[config.mk]
export PLATFORM = sky130hd
export DESIGN_NAME = axi_redirect_cfg_ctrl
export DESIGN_NICKNAME = d
export VERILOG_FILES = /design/src/rtl/axi_redirect_pkg.sv /design/src/rtl/axi_redirect_drain_timer.sv /design/src/rtl/axi_redirect_cfg_ctrl.sv
export SDC_FILE = /design/constraint.sdc
export NUM_CORES = 1
export LEC_CHECK = 0
export ABC_CLOCK_PERIOD_IN_PS = 4400
export CAP_MARGIN = 20
export CORE_MARGIN = 5
export CORE_UTILIZATION = 40
export CTS_CLUSTER_SIZE = 16
export DETAILED_ROUTE_END_ITERATION = 16
export PLACE_DENSITY_LB_ADDON = 0.3
export SYNTH_ARGS = -nofsm -noshare
export SYNTH_HDL_FRONTEND = slang
export SYNTH_HIERARCHICAL = 1
export SYNTH_SLANG_ARGS = --single-unit
[constraint.sdc]
create_clock -name clk -period 4.4 [get_ports clk]
set_clock_uncertainty 0.1 [all_clocks]
set_input_delay 0.88 -clock clk [delete_from_list [all_inputs] [get_ports clk]]
set_output_delay 0.88 -clock clk [all_outputs]
set_load 0.01 [all_outputs]
[src/rtl/axi_redirect_pkg.sv]
// Shared types and constants for the redirect configuration controller.
//   redir_state_e : sequencing states of the config controller
//   ST_*          : completion status codes reported with cfg_done_o
package axi_redirect_pkg;

    localparam int unsigned STATUS_W = 2;

    typedef enum logic [2:0] {
        IDLE   = 3'd0,
        BLOCK  = 3'd1,
        DRAIN  = 3'd2,
        APPLY  = 3'd3,
        RESUME = 3'd4
    } redir_state_e;

    localparam logic [STATUS_W-1:0] ST_OK      = 2'b00;
    localparam logic [STATUS_W-1:0] ST_TIMEOUT = 2'b01;
    localparam logic [STATUS_W-1:0] ST_INVALID = 2'b10;

endpackage

[src/rtl/axi_redirect_drain_timer.sv]
// Saturating drain-cycle counter with a terminal-count flag.
//   clk, rst_n : clock, asynchronous active-low reset
//   clear      : synchronous clear to zero (wins over enable)
//   enable     : count one cycle
//   expired_c  : count has reached DRAIN_TIMEOUT-1 (never set when DRAIN_TIMEOUT==0)
module axi_redirect_drain_timer #(
    parameter int unsigned TIMEOUT_W     = 16,
    parameter int unsigned DRAIN_TIMEOUT = 1024
) (
    input  logic clk,
    input  logic rst_n,
    input  logic clear,
    input  logic enable,
    output logic expired_c
);

    localparam logic [TIMEOUT_W-1:0] CNT_MAX = '1;

    logic [TIMEOUT_W-1:0] count;

    // Counter holds at all-ones instead of wrapping.
    always_ff @(posedge clk or negedge rst_n) begin
        if (!rst_n) begin
            count <= '0;
        end else if (clear) begin
            count <= '0;
        end else if (enable && (count != CNT_MAX)) begin
            count <= count + TIMEOUT_W'(1);
        end
    end

    // A zero timeout disables expiry entirely.
    generate
        if (DRAIN_TIMEOUT == 0) begin : g_no_timeout
            assign expired_c = 1'b0;
        end else begin : g_timeout
            assign expired_c = (count == TIMEOUT_W'(DRAIN_TIMEOUT - 1));
        end
    endgenerate

endmodule

[src/rtl/axi_redirect_cfg_ctrl.sv]
// Sequences safe updates of the redirect mapping used by one slave port's
// AW/AR decoders: accept request, stall new addresses, drain outstanding
// traffic, apply the mapping atomically, release the stall, report status.
//   clk, rst_n        : clock, asynchronous active-low reset
//   cfg_valid_i/ready : config request handshake (ready decoded from IDLE)
//   cfg_enable_i      : 1 install redirect, 0 clear redirect
//   cfg_source_i/target_i : redirect source / target port indices
//   cfg_done_o/status : one-cycle completion pulse and its status
//   aw/ar_outstanding_i, aw_error_busy_i : drain conditions
//   stall_o           : gate to the decoders' grant inputs
//   source_r/target_r/redirect_valid_r : applied mapping
module axi_redirect_cfg_ctrl
    import axi_redirect_pkg::*;
#(
    parameter int unsigned N_INIT_PORT   = 8,
    parameter int unsigned LOG_N_INIT    = 3,
    parameter int unsigned TIMEOUT_W     = 16,
    parameter int unsigned DRAIN_TIMEOUT = 1024
) (
    input  logic                  clk,
    input  logic                  rst_n,
    input  logic                  cfg_valid_i,
    output logic                  cfg_ready_o,
    input  logic                  cfg_enable_i,
    input  logic [LOG_N_INIT-1:0] cfg_source_i,
    input  logic [LOG_N_INIT-1:0] cfg_target_i,
    output logic                  cfg_done_o,
    output logic [STATUS_W-1:0]   cfg_status_o,
    input  logic                  aw_outstanding_i,
    input  logic                  ar_outstanding_i,
    input  logic                  aw_error_busy_i,
    output logic                  stall_o,
    output logic [LOG_N_INIT-1:0] source_r,
    output logic [LOG_N_INIT-1:0] target_r,
    output logic                  redirect_valid_r
);

    redir_state_e          state;
    logic                  pend_enable;
    logic [LOG_N_INIT-1:0] pend_source;
    logic [LOG_N_INIT-1:0] pend_target;

    logic req_invalid_c;
    logic drained_c;
    logic expired_c;

    assign cfg_ready_o = (state == IDLE);

    // Indices are widened before the range check so narrow index widths
    // still compare correctly against N_INIT_PORT.
    assign req_invalid_c = cfg_enable_i &&
                           ((32'(cfg_source_i) >= N_INIT_PORT) ||
                            (32'(cfg_target_i) >= N_INIT_PORT) ||
                            (cfg_source_i == cfg_target_i));

    assign drained_c = ~aw_outstanding_i & ~ar_outstanding_i & ~aw_error_busy_i;

    axi_redirect_drain_timer #(
        .TIMEOUT_W     (TIMEOUT_W),
        .DRAIN_TIMEOUT (DRAIN_TIMEOUT)
    ) u_drain_timer (
        .clk       (clk),
        .rst_n     (rst_n),
        .clear     (state == RESUME),
        .enable    (state == DRAIN),
        .expired_c (expired_c)
    );

    // Sequencer with registered stall/done/status/mapping outputs.
    always_ff @(posedge clk or negedge rst_n) begin
        if (!rst_n) begin
            state            <= IDLE;
            pend_enable      <= 1'b0;
            pend_source      <= '0;
            pend_target      <= '0;
            stall_o          <= 1'b0;
            cfg_done_o       <= 1'b0;
            cfg_status_o     <= ST_OK;
            source_r         <= '0;
            target_r         <= '0;
            redirect_valid_r <= 1'b0;
        end else begin
            cfg_done_o <= 1'b0;
            case (state)
                IDLE: begin
                    if (cfg_valid_i) begin
                        pend_enable <= cfg_enable_i;
                        pend_source <= cfg_source_i;
                        pend_target <= cfg_target_i;
                        if (req_invalid_c) begin
                            // Rejected requests never stall the decoders.
                            state        <= RESUME;
                            cfg_done_o   <= 1'b1;
                            cfg_status_o <= ST_INVALID;
                        end else begin
                            state   <= BLOCK;
                            stall_o <= 1'b1;
                        end
                    end
                end
                // Extra cycle so a decoder handshake made in the accept cycle
                // is visible in the outstanding flags before draining.
                BLOCK: begin
                    state <= DRAIN;
                end
                DRAIN: begin
                    if (drained_c) begin
                        state <= APPLY;
                    end else if (expired_c) begin
                        state        <= RESUME;
                        cfg_done_o   <= 1'b1;
                        cfg_status_o <= ST_TIMEOUT;
                    end
                end
                APPLY: begin
                    source_r         <= pend_source;
                    target_r         <= pend_target;
                    redirect_valid_r <= pend_enable;
                    state            <= RESUME;
                    cfg_done_o       <= 1'b1;
                    cfg_status_o     <= ST_OK;
                end
                RESUME: begin
                    stall_o <= 1'b0;
                    state   <= IDLE;
                end
                default: begin
                    stall_o <= 1'b0;
                    state   <= IDLE;
                end
            endcase
        end
    end

endmodule

==> flow_summary_export.csv, run 1 <==
group,metric,value,unit
drt,drtPass1Iterations,4,
synth,synth_top_cell_area_share,49.6,%
floorplan,num_rows,24,
cts,cts_root_buffer,"clkbuf_8",
critical_path,critPathLaunchType,"flop",
sta,fmax,400,MHz
cts,cts_tree,"done",
synth,syn_area_per_cell,11.5,sq um
floorplan,ios,25,
synth,synth_edf_count,0,
sta,tightest_slew,841,ps
final_layout,final_cells,242,
critical_path,critPathKind,"reg -> out",
place,placedInstanceArea,0.00214,sq mm
final_layout,fill_cells,399,
sta,setup_viol,0,
final_layout,stdcell_area,0.00225,sq mm
place,gp_congestion,0.817,
synth,synth-async-reset-ratio,100,%
synth,synth_area,0.00187,sq mm
drt,remaining_drc_errors,0,
drt,num_vias,1394,
floorplan,core_area,0.00444,sq mm
critical_path,crit_arrival,1520,ps
cts,htree_levels,2,
drt,initialDrtViolationCount,52,
power_and_ir_drop,peakVddDrop,0.310,mV
floorplan,die-height,78.3,um
floorplan,die-area,0.00613,sq mm
cts,clk-insertion-delay-late,290,ps
final_layout,drive_gt1_share,19.5,%
sta,hold_ws,415,ps
sta,hold_viol_final,0,
global_routing,antenna_found_initial,0,
synth,synth_area_leader_cell,"dfrtp_1",
drt,ant_nets,0,
sta,grt_setup_unrepaired,"no",
synth,ys_types,48,
drt,drt-wirelength-per-cell,16.1,um
power_and_ir_drop,p_leak,0.933,nW
synth,yosysWarnings,6,
final_layout,final_common_cell,"dfrtp_1",
floorplan,start_util,42.0,%
synth,ys_ff_latch,37,
global_routing,grt_usage,13.8,%
floorplan,die_w,78.3,um
drt,routed_wl,3.89,mm
power_and_ir_drop,p_total,1.28,mW
critical_path,cp-end-kind,"primary output",
sta,setup_ws,1900,ps
critical_path,r2r_start,"u_drain_timer/count[0]$_DFFE_PN0P_",
place,dp.cells,234,
sta,slew_violations,0,
outcome,status,"finished, final reports clean",
final_layout,mostFrequentLayoutCells,"dfrtp_1, clkdlybuf4s50_1, mux2_2",
global_routing,grt_pass1_vias,1476,
cts,clkSinkCount,37,
hold_path,hold_path_class,"reg -> reg",
critical_path,startpoint,"state[0]$_DFFE_PN0P_",
final_layout,antennaDiodeCount,0,
synth,synthCells,162,
synth,ys_seq_area_share,49.6,%
drt,vias_per_cell,5.76,
place,hpwl,2.80,mm
sta,setup_tns,0,ps
final_layout,ff_latch_area,926,sq um
power_and_ir_drop,power.density,566,mW/mm^2
sta,min_period,2500,ps
critical_path,cp.required,3420,ps
cts,cts_buffer_depth,2,
hold_path,hp-start,"target_r[0]$_DFFE_PN0P_",
cts,cts_buffers,5,
global_routing,grt_max_degree,38,
critical_path,path_cells,"nor3_1 -> clkdlybuf4s50_1",
sta,period_share,56.8,%
final_layout,fin_util,50.7,%
synth,syn-num-nets,176,
final_layout,area_delta_synth_final,20.9,%
global_routing,grt_pass1_wl,6.72,mm
critical_path,slowest_delay,560,ps
place,dp_slack,1740,ps
synth,synth.area.top_cells,"dfrtp_1, mux2_2, mux2_4",
cts,cts_resized,0,
final_layout,multi_input_area,883,sq um
final_layout,nets,203,
cts,cts_setup_buffers,0,
global_routing,gr-total-overflow,0,
sta,max_slew_margin,43.9,%
critical_path,cp_slowest_cell,"clkdlybuf4s50_1",
place,port_buffers,24,
cts,clk_pin_slew,70,ps
synth,synth-main-ff-cell,"dfrtp_1",
job,max-cap-violations,0,
cts,ctsHoldBuffers,0,
critical_path,crit_path_max_fanout,8,
final timing paths:
kind                       cells past startpoint                            endpoint  slack (ps)
max                                            2                         cfg_ready_o        1900
min                                            1             target_r[0]$_DFFE_PN0P_         420
max reg2reg                                    5  u_drain_timer/count[1]$_DFFE_PN0P_        2200
min reg2reg                                    1             target_r[0]$_DFFE_PN0P_         420
max in group asynchronous                      1          pend_target[1]$_DFFE_PN0P_        3080
min in group asynchronous                      1  u_drain_timer/count[9]$_DFFE_PN0P_         590
routing by layer:
metal	vias to the layer above	part of all wire, %	global-route usage (%)
li1	655	-	-
met1	685	43	16.0
met2	50	51	23.4
met3	4	6.2	5.61
met4	0	0.64	4.02
met5	-	0	0
report_power, final:
part / switching (mW) / internal (mW) / total (mW)
Sequential: 0.0908 / 0.448 / 0.539
Clock: 0.129 / 0.170 / 0.299
Combinational: 0.186 / 0.253 / 0.439
synth_stat cells, types with 2 or more instances:
library cell,n
a21oi_1,6
a21oi_2,3
and3_1,2
and4_1,2
buf_6,3
clkbuf_1,2
dfrtp_1,37
inv_1,4
mux2_1,4
mux2_2,10
mux2_4,4
mux2i_1,2
nand2_1,5
nand2b_1,2
nand3_1,6
nand3b_1,2
nand4_1,3
nor2_1,9
nor2b_1,5
nor3_1,5
nor3b_1,2
nor4_1,3
o21ai_0,4
o21ai_1,6
o31ai_1,2
or3_1,3
or3_2,2
or4_1,2
xnor2_1,3
kinds of logic (layout without fill, tap and decap cells):
logic type	after synthesis	in the layout	synth area share (%)
AO/OA/AOI/OAI	31	31	12.0
XOR/XNOR	4	4	1.88
adder cells (fa/ha/maj)	1	1	0.671
buffers and inverters	10	38	3.29
flip-flops	37	37	49.6
multiplexers	20	20	12.7
AND/OR/NAND/NOR	59	59	19.8
cell type report:
cell class,count,share of cell area [%]
Clock buffer,5,3.05
Clock inverter,3,2.05
Inverter,4,0.666
Multi-Input combinational cell,115,39.2
Sequential cell,37,41.1
Tap cell,52,2.89
Timing Repair Buffer,26,11.1
registers in the layout, indices dropped and copies added, names as in the netlist:
name                 flops
state                    3
cfg_done_o               1
pend_enable              1
pend_target              3
cfg_status_o             2
target_r                 3
source_r                 3
stall_o                  1
u_drain_timer/count     16
pend_source              3
redirect_valid_r         1
critical path, delay by kind of cell (launching register included):
| kind | cells | cell delay, ps |
|---|---|---|
| buf+inv | 1 | 560 |
| flops | 1 | 470 |
| simple gates | 1 | 200 |
No activity file was read; power rests on OpenSTA's default activity.
==> run 2: changes to the inputs <==
ABC_CLOCK_PERIOD_IN_PS = 2000   (was 4400)
clock period = 2 ns   (was 4.4 ns; I/O delays follow)
==> run 2 against run 1 <==
Net effect: sequential power grew 110%; combinational power grew to 2.6 times the previous value; via count up 3.2%; critical path depth grew 4; worst hold slack got worse by 18 ps; largest cell class unchanged; non-clock buffer count up 12; die area unchanged; total power grew 120%; first-iteration DRC count rose by 3.8%; clock-buffer cell count unchanged; highest routed layer unchanged; utilization rose by 2.2 points.
==> flow_summary_export.csv, run 2 (synthesis gave the netlist of run 1 again) <==
group,metric,value,unit
power_and_ir_drop,p_total,2.80,mW
sta,grt_setup_unrepaired,"no",
floorplan,start_util,42.0,%
final_layout,multi_input_area,900,sq um
sta,period_share,96.3,%
place,port_buffers,24,
sta,min_period,1930,ps
final_layout,nets,215,
drt,routed_wl,3.93,mm
critical_path,crit_path_max_fanout,5,
floorplan,die_w,78.3,um
drt,num_vias,1439,
critical_path,cp-end-kind,"flop",
cts,htree_levels,2,
sta,slew_violations,0,
drt,remaining_drc_errors,0,
cts,clk-insertion-delay-late,290,ps
place,gp_congestion,0.895,
cts,clkSinkCount,37,
power_and_ir_drop,p_leak,0.993,nW
cts,cts_tree,"done",
drt,ant_nets,0,
global_routing,grt_pass1_vias,1566,
global_routing,grt_max_degree,21,
global_routing,gr-total-overflow,0,
critical_path,cp_slowest_cell,"dfrtp_1",
final_layout,mostFrequentLayoutCells,"dfrtp_1, clkdlybuf4s50_1, buf_4",
critical_path,path_delay_family,"simple AND/OR/NAND/NOR gates",
drt,drt-wirelength-per-cell,15.5,um
place,hpwl,2.95,mm
place,dp_slack,-55.0,ps
critical_path,cp.required,2070,ps
drt,drtPass1Iterations,4,
critical_path,slowest_delay,390,ps
sta,tightest_slew,459,ps
critical_path,path_cells,"ha_1 -> nand4_4 -> buf_4 -> nor3_1 -> nor4b_1 -> mux2_1",
global_routing,antenna_found_initial,0,
floorplan,core_area,0.00444,sq mm
cts,cts_buffers,5,
sta,setup_ws,74.5,ps
final_layout,area_delta_synth_final,26.0,%
global_routing,grt_pass1_wl,7.06,mm
sta,max_slew_margin,69.3,%
cts,cts_buffer_depth,2,
critical_path,cp_num_buf_inv,1,
critical_path,crit_arrival,1990,ps
outcome,status,"finished, final reports clean",
critical_path,critPathLaunchType,"flop",
job,max-cap-violations,0,
final_layout,regMostFlops,"u_drain_timer/count",
final_layout,ff_latch_area,926,sq um
final_layout,antennaDiodeCount,0,
drt,initialDrtViolationCount,54,
cts,cts_root_buffer,"clkbuf_8",
cts,clk_pin_slew,80,ps
sta,fmax,519,MHz
hold_path,hold_path_class,"reg -> reg",
final_layout,drive_gt1_share,24.8,%
critical_path,critPathKind,"reg -> reg",
floorplan,num_rows,24,
final_layout,fill_cells,400,
floorplan,ios,25,
floorplan,die-height,78.3,um
floorplan,die-area,0.00613,sq mm
drt,vias_per_cell,5.67,
final_layout,final_common_cell,"dfrtp_1",
global_routing,grt_usage,14.4,%
sta,hold_viol_final,0,
power_and_ir_drop,peakVddDrop,0.731,mV
final_layout,largest_register_ffs,16,
sta,setup_viol,0,
power_and_ir_drop,power.density,1190,mW/mm^2
[run 2: cell types whose count changed in the layout (fill, tap and decap cells not counted), sizes merged]
cell and change:
clkdlybuf4s50 -1, bufinv -1, clkinv +2, dlygate4sd3 +1
dlygate4sd2 +1, buf +11, clkinvlp -1
[run 2: routing by layer]
layer / wire [um] / global-route usage, % / up-vias
met5: 0 / 0 / -
met1: 1690 / 16.8 / 726
li1: - / - / 678
met4: 63 / 6.12 / 0
met3: 164 / 3.89 / 9
met2: 2010 / 24.8 / 26
[run 2: power breakdown]
group          switching (mW)  internal, mW
Combinational           0.480         0.649
Clock                   0.273         0.247
Sequential              0.161         0.986
[run 2: stage by stage]
| step | TNS [ps] | instances | area, sq um | utilization, % | hold WS (ps) |
|---|---|---|---|---|---|
| floorplan | 0 | 162 | 1880 | - | 4.41 |
| global route | 0 | 254 | 2350 | 52.9 | 420 |
| CTS | 0 | 254 | 2350 | 52.8 | 401 |
| detailed placement | -346 | 245 | 2250 | 50.5 | 280 |
| finish | 0 | 254 | 2350 | 52.9 | 397 |
| global placement | 0 | 245 | 2250 | 50.5 | 267 |
[run 2: worst paths after layout]
check	slack, ps	start	cells after the start	endpoint
min reg2reg	400	cfg_status_o[1]$_DFFE_PN0P_	1	cfg_status_o[1]$_DFFE_PN0P_
max in group asynchronous	850	rst_n	3	state[2]$_DFFE_PN0P_
min in group asynchronous	500	rst_n	2	redirect_valid_r$_DFFE_PN0P_
max reg2reg	70	u_drain_timer/count[0]$_DFFE_PN0P_	6	u_drain_timer/count[9]$_DFFE_PN0P_
min	400	cfg_status_o[1]$_DFFE_PN0P_	1	cfg_status_o[1]$_DFFE_PN0P_
max	70	u_drain_timer/count[0]$_DFFE_PN0P_	6	u_drain_timer/count[9]$_DFFE_PN0P_
[run 2: final cells by class]
cell class	instances	share of cell area, %
Sequential cell	37	39.4
Multi-Input combinational cell	115	38.3
Timing Repair Buffer	38	15.1
Clock buffer	5	2.93
Tap cell	52	2.77
Clock inverter	3	0.958
Inverter	4	0.639
[run 2: timing repair]
action / 4_1_cts / 5_1_grt
pin swaps: 0 / 0
hold buffers: 1 / 0
endpoints found under the setup margin: 1 / 2
endpoints found under the hold margin: 18 / 0
setup buffers: 0 / 0
resized for setup: 1 / 1
==> run 3: changes to the inputs <==
CORE_ASPECT_RATIO = 1.2   (was not set)
HOLD_SLACK_MARGIN = 0.02   (was not set)
TNS_END_PERCENT = 1   (was not set)
==> run 3 against run 2 <==
Net effect: final cell count is 2.0% higher; clock-buffer cell count is 2 higher; final area is 1.0% higher.
==> flow_summary_export.csv, run 3 (synthesis gave the netlist of run 1 again) <==
group,metric,value,unit
final_layout,fill_cells,423,
cts,cts_tree,"done",
place,dp_slack,-20.8,ps
cts,cts_buffer_depth,2,
drt,ant_nets,0,
drt,drtPass1Iterations,4,
global_routing,grt_usage,14.6,%
floorplan,die-height,84.8,um
power_and_ir_drop,p_total,2.95,mW
final_layout,regMostFlops,"u_drain_timer/count",
global_routing,antenna_found_initial,0,
drt,vias_per_cell,5.57,
place,gp_congestion,0.824,
sta,hold_viol_final,0,
drt,drt-wirelength-per-cell,16.0,um
job,max-cap-violations,0,
sta,setup_tns,0,ps
place,hpwl,2.92,mm
hold_path,hold_path_class,"in -> async",
critical_path,critPathKind,"reg -> reg",
power_and_ir_drop,power.density,1240,mW/mm^2
power_and_ir_drop,peakVddDrop,0.681,mV
sta,setup_viol,0,
floorplan,core_area,0.00456,sq mm
global_routing,grt_pass1_wl,7.16,mm
sta,tightest_slew,474,ps
cts,ctsHoldBuffers,0,
sta,grt_setup_unrepaired,"no",
critical_path,crit_arrival,1940,ps
floorplan,ios,25,
floorplan,die_w,72.3,um
cts,cts_setup_buffers,0,
drt,routed_wl,4.13,mm
outcome,status,"finished, final reports clean",
floorplan,num_rows,27,
final_layout,drive_gt1_share,25.9,%
floorplan,die-area,0.00614,sq mm
final_layout,nets,214,
place,port_buffers,24,
cts,cts_buffers,5,
critical_path,critPathLaunchType,"flop",
global_routing,grt_max_degree,38,
sta,hold_ws,54.7,ps
drt,num_vias,1442,
cts,clk_pin_slew,70,ps
cts,clkSinkCount,37,
final_layout,mostFrequentLayoutCells,"dfrtp_1, clkdlybuf4s50_1, buf_4",
global_routing,grt_pass1_vias,1570,
critical_path,crit_path_max_fanout,5,
final_layout,final_common_cell,"dfrtp_1",
floorplan,start_util,40.9,%
critical_path,cp-end-kind,"flop",
sta,max_slew_margin,68.4,%
critical_path,cp.required,2070,ps
cts,clk-insertion-delay-late,290,ps
sta,min_period,1860,ps
drt,remaining_drc_errors,0,
sta,slew_violations,0,
cts,htree_levels,2,
cts,cts_root_buffer,"clkbuf_8",
sta,fmax,537,MHz
sta,setup_ws,137,ps
global_routing,gr-total-overflow,0,
final_layout,antennaDiodeCount,0,
drt,initialDrtViolationCount,47,
final_layout,area_delta_synth_final,27.3,%
power_and_ir_drop,p_leak,0.992,nW
final_layout,largest_register_ffs,16,
sta,period_share,93.1,%
[run 3: through the flow]
| step | area [sq um] | cells | utilization (%) |
|---|---|---|---|
| finish | 2370 | 259 | 52.1 |
| global route | 2370 | 259 | 52.1 |
| CTS | 2360 | 259 | 51.7 |
| detailed placement | 2240 | 251 | 49.1 |
| global placement | 2240 | 251 | 49.1 |
| floorplan | 1880 | 162 | - |
[run 3: path summary, 6_finish.rpt]
| check | slack (ps) | to | from | cells past startpoint |
|---|---|---|---|---|
| max | 140 | u_drain_timer/count[9]$_DFFE_PN0P_ | u_drain_timer/count[0]$_DFFE_PN0P_ | 6 |
| min | 50 | u_drain_timer/count[4]$_DFFE_PN0P_ | rst_n | 2 |
| max reg2reg | 140 | u_drain_timer/count[9]$_DFFE_PN0P_ | u_drain_timer/count[0]$_DFFE_PN0P_ | 6 |
| min reg2reg | 410 | pend_enable$_DFFE_PN0P_ | pend_enable$_DFFE_PN0P_ | 1 |
| max in group asynchronous | 1410 | u_drain_timer/count[6]$_DFFE_PN0P_ | rst_n | 2 |
| min in group clk | 410 | pend_enable$_DFFE_PN0P_ | pend_enable$_DFFE_PN0P_ | 1 |
[run 3: power by group]
group	internal, mW	leakage, nW	switching, mW
clock	0.406	0.0585	0.255
combinational	0.650	0.464	0.488
sequential	0.986	0.470	0.159
total	2.04	0.992	0.903
[run 3: what timing repair did]
| action | in CTS | in global routing |
|---|---|---|
| pin swaps | 0 | 0 |
| setup endpoints to repair | 1 | 3 |
| resized for setup | 1 | 4 |
[run 3: critical path: stages, from the launching register on]
cell     delay [ps]
dfrtp_1         390
ha_2            210
nand4_4         140
buf_4           150
nor3_2           50
nor4b_1         360
mux2_1          350
[run 3: area by class of cell]
| class | count | area [sq um] | share of cell area [%] |
|---|---|---|---|
| flip-flops and latches | 37 | 926 | 39.0 |
| clock buffers | 7 | 86.3 | 3.64 |
| inverters | 4 | 15.0 | 0.632 |
| multi-input cells | 115 | 913 | 38.5 |
| well taps | 58 | 72.6 | 3.06 |
| repair buffers | 37 | 332 | 14.0 |
| clock inverters | 1 | 30.0 | 1.26 |
[run 3: layer usage]
metal  up-vias  global-route usage, %  part of all wire (%)
met5         -                      0                     0
met1       716                   17.6                    42
met2        34                   23.7                    51
met3        14                   4.74                   4.8
met4         0                   6.32                   2.6
li1        678                      -                     -
